`src/rtl/coeff_frame_loader.sv`:
```
// coeff_frame_loader: vsync-aligned 3x3 kernel loader with toggle-strobe shadow writes; COEFF_READBACK_EN adds readback
module coeff_frame_loader #(
  parameter int NUM_COEFF  = 9,
  parameter int COEFF_W    = 16,
  parameter int CENTER_IDX = 4
) (
  input  logic               clk,
  input  logic               rst,
  input  logic               vs_i,
  input  logic [7:0]         addr_i,
  input  logic [31:0]        data_i,
  input  logic               wr_strobe_i,
  output logic               wr_ack_o,
  input  logic               rd_strobe_i,
  output logic               rd_ack_o,
  output logic [31:0]        rd_data_o,
  output logic [COEFF_W-1:0] coeff_o,
  output logic [3:0]         coeff_idx_o,
  output logic               coeff_we_o,
  output logic               busy_o
);
  typedef enum logic [1:0] {IDLE = 2'd0, WAIT_VS = 2'd1, LOAD = 2'd2} state_t;
  localparam logic [3:0] NC   = 4'(NUM_COEFF);
  localparam logic [3:0] LAST = 4'(NUM_COEFF - 1);
  state_t state, state_n;
  logic [COEFF_W-1:0] shadow [NUM_COEFF];
  logic [COEFF_W-1:0] active [NUM_COEFF];
  logic [2:0] wr_q;
  logic vs_q, pending, wr_ack_pend, e_we;
  logic [3:0] idx, e_idx;
  logic [COEFF_W-1:0] e_coeff;
  logic [3:0] widx;
  logic wr_ev, vs_rise, copy, commit, unused_bits;
  assign widx    = addr_i[5:2];
  assign wr_ev   = wr_q[1] ^ wr_q[2];
  assign vs_rise = vs_i & ~vs_q;
  assign copy    = (state == WAIT_VS) && vs_rise;
  assign commit  = wr_ev && (widx == NC);
  always_comb begin
    state_n = state;
    state_n = (state == IDLE)    ? (pending ? WAIT_VS : IDLE) :
              (state == WAIT_VS) ? (vs_rise ? LOAD : WAIT_VS) :
                                   ((idx == LAST) ? IDLE : LOAD);
  end
  always_ff @(posedge clk)
    if (rst) state <= IDLE;
    else     state <= state_n;
  always_ff @(posedge clk) begin
    if (rst) begin
      wr_q        <= '0;
      vs_q        <= 1'b0;
      pending     <= 1'b1;
      wr_ack_pend <= 1'b0;
      wr_ack_o    <= 1'b0;
      idx         <= '0;
      e_we        <= 1'b0;
      e_idx       <= '0;
      e_coeff     <= '0;
      coeff_we_o  <= 1'b0;
      coeff_idx_o <= '0;
      coeff_o     <= '0;
      busy_o      <= 1'b1;
      for (int i = 0; i < NUM_COEFF; i++) begin
        shadow[i] <= (i == CENTER_IDX) ? COEFF_W'(1) : '0;
        active[i] <= (i == CENTER_IDX) ? COEFF_W'(1) : '0;
      end
    end else begin
      wr_q        <= {wr_q[1:0], wr_strobe_i};
      vs_q        <= vs_i;
      wr_ack_pend <= wr_ev;
      wr_ack_o    <= wr_ack_o ^ wr_ack_pend;
      if (wr_ev && widx < NC) shadow[widx] <= data_i[COEFF_W-1:0];
      // a commit landing on the copy edge wins so the newer kernel still loads next frame
      pending <= commit | (pending & ~copy);
      if (copy) begin
        active <= shadow;
        idx    <= '0;
      end else if (state == LOAD) idx <= idx + 4'd1;
      e_we <= (state == LOAD);
      if (state == LOAD) begin
        e_idx   <= idx;
        e_coeff <= active[idx];
      end
      coeff_we_o  <= e_we;
      coeff_idx_o <= e_idx;
      coeff_o     <= e_coeff;
      busy_o      <= pending | (state != IDLE) | e_we | coeff_we_o;
    end
  end
`ifdef COEFF_READBACK_EN
  logic [2:0] rd_q;
  logic rd_ev, rd_ack_pend;
  assign rd_ev       = rd_q[1] ^ rd_q[2];
  assign unused_bits = ^{addr_i[7:6], addr_i[1:0], data_i[31:COEFF_W]};
  always_ff @(posedge clk) begin
    if (rst) begin
      rd_q        <= '0;
      rd_ack_pend <= 1'b0;
      rd_ack_o    <= 1'b0;
      rd_data_o   <= '0;
    end else begin
      rd_q        <= {rd_q[1:0], rd_strobe_i};
      rd_ack_pend <= rd_ev;
      rd_ack_o    <= rd_ack_o ^ rd_ack_pend;
      if (rd_ev)
        rd_data_o <= (widx < NC)  ? 32'(shadow[widx]) :
                     (widx == NC) ? {29'b0, pending, state} : 32'b0;
    end
  end
`else
  assign unused_bits = ^{addr_i[7:6], addr_i[1:0], data_i[31:COEFF_W], rd_strobe_i};
  assign rd_ack_o    = 1'b0;
  assign rd_data_o   = '0;
`endif
endmodule

```
`config.mk`:
```
export PLATFORM = sky130hd
export DESIGN_NAME = coeff_frame_loader
export DESIGN_NICKNAME = d
export VERILOG_FILES = /design/src/rtl/coeff_frame_loader.sv
export SDC_FILE = /design/constraint.sdc
export NUM_CORES = 1
export LEC_CHECK = 0
export CAP_MARGIN = 30
export CORE_ASPECT_RATIO = 1.5
export CORE_MARGIN = 3
export CORE_UTILIZATION = 52
export DETAILED_ROUTE_END_ITERATION = 8
export PLACE_DENSITY = 0.81
export SYNTH_ARGS = -nofsm -noshare
export SYNTH_HDL_FRONTEND = slang
export SYNTH_SLANG_ARGS = --single-unit
```
`constraint.sdc`:
```
create_clock -name clk -period 1.45 [get_ports clk]
set_input_delay 0.2175 -clock clk [delete_from_list [all_inputs] [get_ports clk]]
set_output_delay 0.2175 -clock clk [all_outputs]
set_load 0.005 [all_outputs]
```
Word level (Yosys, flattened, before mapping)
Index checks and enable logic that the tools add are counted.
Storage, ports and cells
  register bits: 344
  output and inout bits: 56
  word-level logic and storage cells: 71
Cells by class
  add/sub/neg operators: 1
  $lt $le $gt $ge: 4
  equality and inequality tests: 4
  mux-type cells: 11
  bitwise gates (word level): 12
  reductions and logical operators: 7
Operators with widths (count)
  144-bit bitwise mux: 1
  16-bit binary-select mux with 4-bit select: 1
  16-bit demux with 4-bit select: 1
  16-bit 2-to-1 mux: 3
  5-bit >= comparator, second input constant: 2
  4-bit inverter with 5-bit output: 2
  4-bit equality test, second input constant: 2
  2-bit 2-to-1 mux: 4
  5-bit by 1-bit < comparator with 1-bit output, second input constant: 1
  4-bit by 1-bit adder with 4-bit output, second input constant: 1
  1-bit logical AND: 4
  4-bit < comparator, second input constant: 1
  1-bit OR: 4
  1-bit bitwise AND: 2
  2-bit by 1-bit equality test with 1-bit output, second input constant: 1
  2-bit equality test, second input constant: 1
  2-bit logical NOT: 1
  1-bit inverter: 2
  2-bit nonzero test: 1
  2-bit OR reduction: 1
  1-bit bitwise XOR: 2
  1-bit 2-to-1 mux: 1

Longest topological paths before layout
Gate-level depths: netlist (run 1).
  word-level depth: 6
  gate-level depth with buffers: 8

Least setup slack after synthesis (run 1)
Ideal clock, no wire load.
  kind: flip-flop to flip-flop
  start point: register idx[0]
  end point: register e_coeff[5]
  library setup time: 0.126 ns
  data arrival time: 1.404 ns
  data required time: 1.324 ns
  setup slack: -0.080 ns
  stages on the path, launching flop included: 7
  path buffers: 3
  cell sequence: dfxtp_1 > buf_2 > buf_2 > buf_4 > mux2_2 > o22ai_1 > o31ai_2
On the way
  cells in the longest elaborated chain, start to end: 4
RTL lines
  start: declaration: RTL line 30  | logic [3:0] idx, e_idx;
  start signal: assignment: RTL line 78  | end else if (state == LOAD) idx <= idx + 4'd1;
  4-bit inverter with 5-bit output (implied by the code): RTL line 82  | e_coeff <= active[idx];
  16-bit binary-select mux with 4-bit select: RTL line 82
  16-bit 2-to-1 mux (implied by the code) (2 in series): RTL line 82
  end signal: assignment: RTL line 82
  end: declaration: RTL line 31  | logic [COEFF_W-1:0] e_coeff;
Every way passes these cells. The select of a mux whose other input is x is not followed.
A chain may end at the register's enable or synchronous reset.

Worst setup path after layout (run 1)
  start point: register idx[0]
  end point: register e_coeff[9]
Same word-level chain as after synthesis.

==> out/summary.md, run 1 <==
Setup violations remaining at the end of the flow were counted as 77. TritonCTS built the clock tree. The logs give 0 for the number of antenna violations at the first check in global routing and 51.8% for the sequential fraction of the synthesis area.

The tools report the start point of the critical path as idx[0]$_SDFFE_PP0P_. CTS placed an instance of sky130_fd_sc_hd__clkbuf_16 at the clock tree root. Dividing the detail-routed wire length by the instance count gives 21.6 µm. The first-pass GRT wire length was 49.4 mm; the clock skew was 0.0130 ns. The worst setup path is of the flip-flop to flip-flop kind. A synthesized cell averages 11.5 µm². Entering global routing, the biggest net connects 55 pins. The count of final max-slew check failures was 0. Total number of vias: 9173. The insertion delay to the later sink of the worst-skew pair was 0.55 ns; the number of rows created at floorplan was 71. The netlist uses 48 different library cells. The arrival time of the worst setup path is 1.94 ns, and the maximum buffer depth of the clock tree is 3.

The tools report the residual overflow from global routing as 0. After synthesis, the share of flip-flops with an asynchronous set or reset is 0%. The type of element capturing the critical path was a flip-flop. Global routing used 22.4% of the available tracks across all layers. By count the netlist is led by sky130_fd_sc_hd__dfxtp_1, sky130_fd_sc_hd__nand2b_1, sky130_fd_sc_hd__mux2i_1, sky130_fd_sc_hd__a22o_1, sky130_fd_sc_hd__mux2_2.

Clock-pin slew was measured on the worst setup and hold paths at 0.07 ns. Of the post-synthesis cell area, the dominant cell type holds 51.8%. The completed layout was analyzed and its total power is 19.2 mW. Startpoint of the most critical hold path: wr_strobe_i.

In this run the worst path has a maximum fanout of 6. Of the total power, the share spent switching nets is 21.6%. Leading cell type by number of instances after synthesis: sky130_fd_sc_hd__dfxtp_1. The final reports fail on setup timing.

The data required time of the worst path came out at 1.88 ns. For this design, the sink count on the clock tree is 344. Global placement routability congestion: 0.793. After the first detailed-routing iteration, the DRC count stood at 590. The maximum achievable frequency was 661 MHz. Synthesis produced a netlist whose cell count is 1153.

For this run, design rule violations remaining after detail routing come to 0. The effective utilization at floorplan is 52.9%. During placement, the flow inserted port buffers numbering 46.

Static leakage: 7.17 nW. The number of levels in the clock H-tree was 1; the yosys synthesis warning count was 0. Final worst-path cycle share: 104%. Measured along the x axis, the die boundary spans 137 µm. The power per cell area is 1180 nW/µm². The minimum clock period came out at 1.51 ns. The kind of launch point of the worst setup path was a flip-flop. The relative area change from synthesis to final layout was 22.0%; the number of iterations in the first detailed-routing pass was 5.

The logs give 30 for the number of clock buffers inserted by TritonCTS and 19.6 mm for the half-perimeter wire length after detailed placement. The internal portion of the total power is 15.1 mW. Die outline height: 202 µm. The run gives 1280 as the final-stage net count. The detail route stage leaves a number of antenna-violating nets equal to 0.

The flow ran to the end, but the final reports show violations. The analysis attributes to net switching a power of 4.14 mW. The logs give 0 for the max-cap check violation count and 44.1% for the clock network fraction of design power. The I/O pin count is 101. Per report_power, the combinational group accounts for 6.2% of the total. The cell area that synthesis handed to floorplanning was 13300 µm². Sequential cell fraction of total power: 49.7%. Ranked by total cell area, the synthesized netlist is headed by sky130_fd_sc_hd__dfxtp_1, sky130_fd_sc_hd__mux2i_1, sky130_fd_sc_hd__a22o_1, sky130_fd_sc_hd__nand2b_1, sky130_fd_sc_hd__mux2_2.

The maximum ir drop on the vdd rail is 1.06 mV, and the number of enable flip-flop cells after synthesis is 0. For the via count of the first global-routing pass, the log shows 9375. The path type of the worst min-delay path was primary input to flip-flop. The core region is 25100 µm². The worst setup margin was -0.0627 ns; the share of cells above drive strength 1 was 22.4%. The run gives -0.345 ns as the worst setup slack before clock tree synthesis.

The final wirelength is 34.2 mm. The run gives 0 as the number of hold violations in the final report. The number of antenna diodes in the final layout is 0.

The die footprint was 27600 µm²; the via-per-instance ratio was 5.79. The synthesized design spends more area on one cell type than any other, namely sky130_fd_sc_hd__dfxtp_1. The post-synthesis register bit count works out to 344. Commonest register cell after synthesis: sky130_fd_sc_hd__dfxtp_1.

The startpoint identified for the worst register-to-register timing path is idx[0]$_SDFFE_PP0P_. Setup repair after global routing could not meet its margin everywhere.
==> sequential cells by signal (all words and copies together) (netlist names) <==
signal and count:
busy_o 1, pending 1, active 144, wr_ack_o 1, wr_ack_pend 1, vs_q 1
coeff_idx_o 4, idx 4, coeff_o 16, coeff_we_o 1, state 2, e_we 1
e_coeff 16, wr_q 3, e_idx 4, shadow 144
==> kinds of logic after synthesis <==
family / synth area share, %
AOI/OAI and AO/OA: 13.8
xor gates and xnor gates: 0.264
adders and majority gates: 0.188
buffers and inverters: 6.21
DFF: 51.8
muxes: 16.4
other: 0.0282
and+or+nand+nor: 11.3
==> per-layer routing <==
layer	part of all wire, %	track usage [%]	up-vias
met1	38	26.2	4555
met4	5.4	9.08	0
met3	4.9	2.71	117
li1	-	-	4199
met5	0	0	-
met2	52	40.7	302
==> path summary, 6_finish.rpt <==
path | to | slack (ns) | cells after the start
worst max-delay path | e_coeff[9]$_SDFFE_PP0P_ | -0.06 | 6
worst min-delay path | wr_q[0]$_SDFF_PP0_ | 0.25 | 2
worst max register to register | e_coeff[9]$_SDFFE_PP0P_ | -0.06 | 6
worst min register to register | active[64]$_SDFFE_PP1P_ | 0.44 | 2
==> critical path, stage by stage (launching register included) <==
cell and delay [ns]:
sky130_fd_sc_hd__dfxtp_4 0.38, sky130_fd_sc_hd__buf_12 0.13, sky130_fd_sc_hd__buf_12 0.11, sky130_fd_sc_hd__clkbuf_16 0.15, sky130_fd_sc_hd__mux2_2 0.34, sky130_fd_sc_hd__o22ai_2 0.18
sky130_fd_sc_hd__o31ai_2 0.09
==> final cells by class <==
type | instances | area [µm²]
fill | 1767 | 8920
sequential | 344 | 6900
multi-input combinational | 695 | 5970
timing repair buffer | 158 | 1880
clock buffer | 44 | 865
tap | 328 | 410
clock inverter | 11 | 186
inverter | 4 | 15.0
==> cells in the final DEF, fill, tap and decap left out, drive strengths merged, types with 13 or more instances in the layout <==
master / Yosys / layout
mux2: 64 / 64
nor2: 13 / 13
nor2b: 26 / 26
o31ai: 16 / 16
clkdlybuf4s50: 0 / 22
mux2i: 146 / 146
buf: 99 / 104
o22ai: 32 / 32
dfxtp: 344 / 344
dlygate4sd2: 0 / 23
a22o: 143 / 143
nand2b: 162 / 162
clkbuf: 43 / 52
conb: 1 / 33
a32oi: 16 / 16
==> metrics by stage <==
stage                     setup TNS (ns)  util [%]  instances  hold WS [ns]  cell area [µm²]
final                              -1.16      64.5       1584         0.246            16200
after global routing               -8.29      64.5       1584         0.250            16200
after CTS                              0      62.0       1559         0.239            15600
after detailed placement          -58.30      57.8       1503         0.441            14500
after global placement            -49.80      57.8       1503         0.433            14500
after floorplan                        0         -       1185         0.346            13500
==> power by group through the flow <==
stage / registers [mW] / logic (mW) / clock network (mW)
2_1_floorplan: 9.74 / 0.664 / 0
3_3_place_gp: 9.75 / 0.964 / 0
3_5_place_dp: 9.76 / 0.978 / 0
4_1_cts: 9.54 / 0.982 / 8.51
5_1_grt: 9.54 / 1.25 / 8.92
6_report: 9.54 / 1.20 / 8.46
==> what timing repair did <==
action                                  CTS  global route
endpoints found under the setup margin   71           209
setup buffers                             0            12
cloned                                    0            13
hold buffers                              1             0
resized for setup                        30            44
endpoints found under the hold margin     1             0
pin swaps                                 0            13
No activity file was read; power rests on OpenSTA's default activity.
==> inputs of run 2 (changes only) <==
Settings changed: SLEW_MARGIN from default to 5.
==> results of run 2 <==
Same layout as run 1: the final DEF is identical, and so are final timing and power.
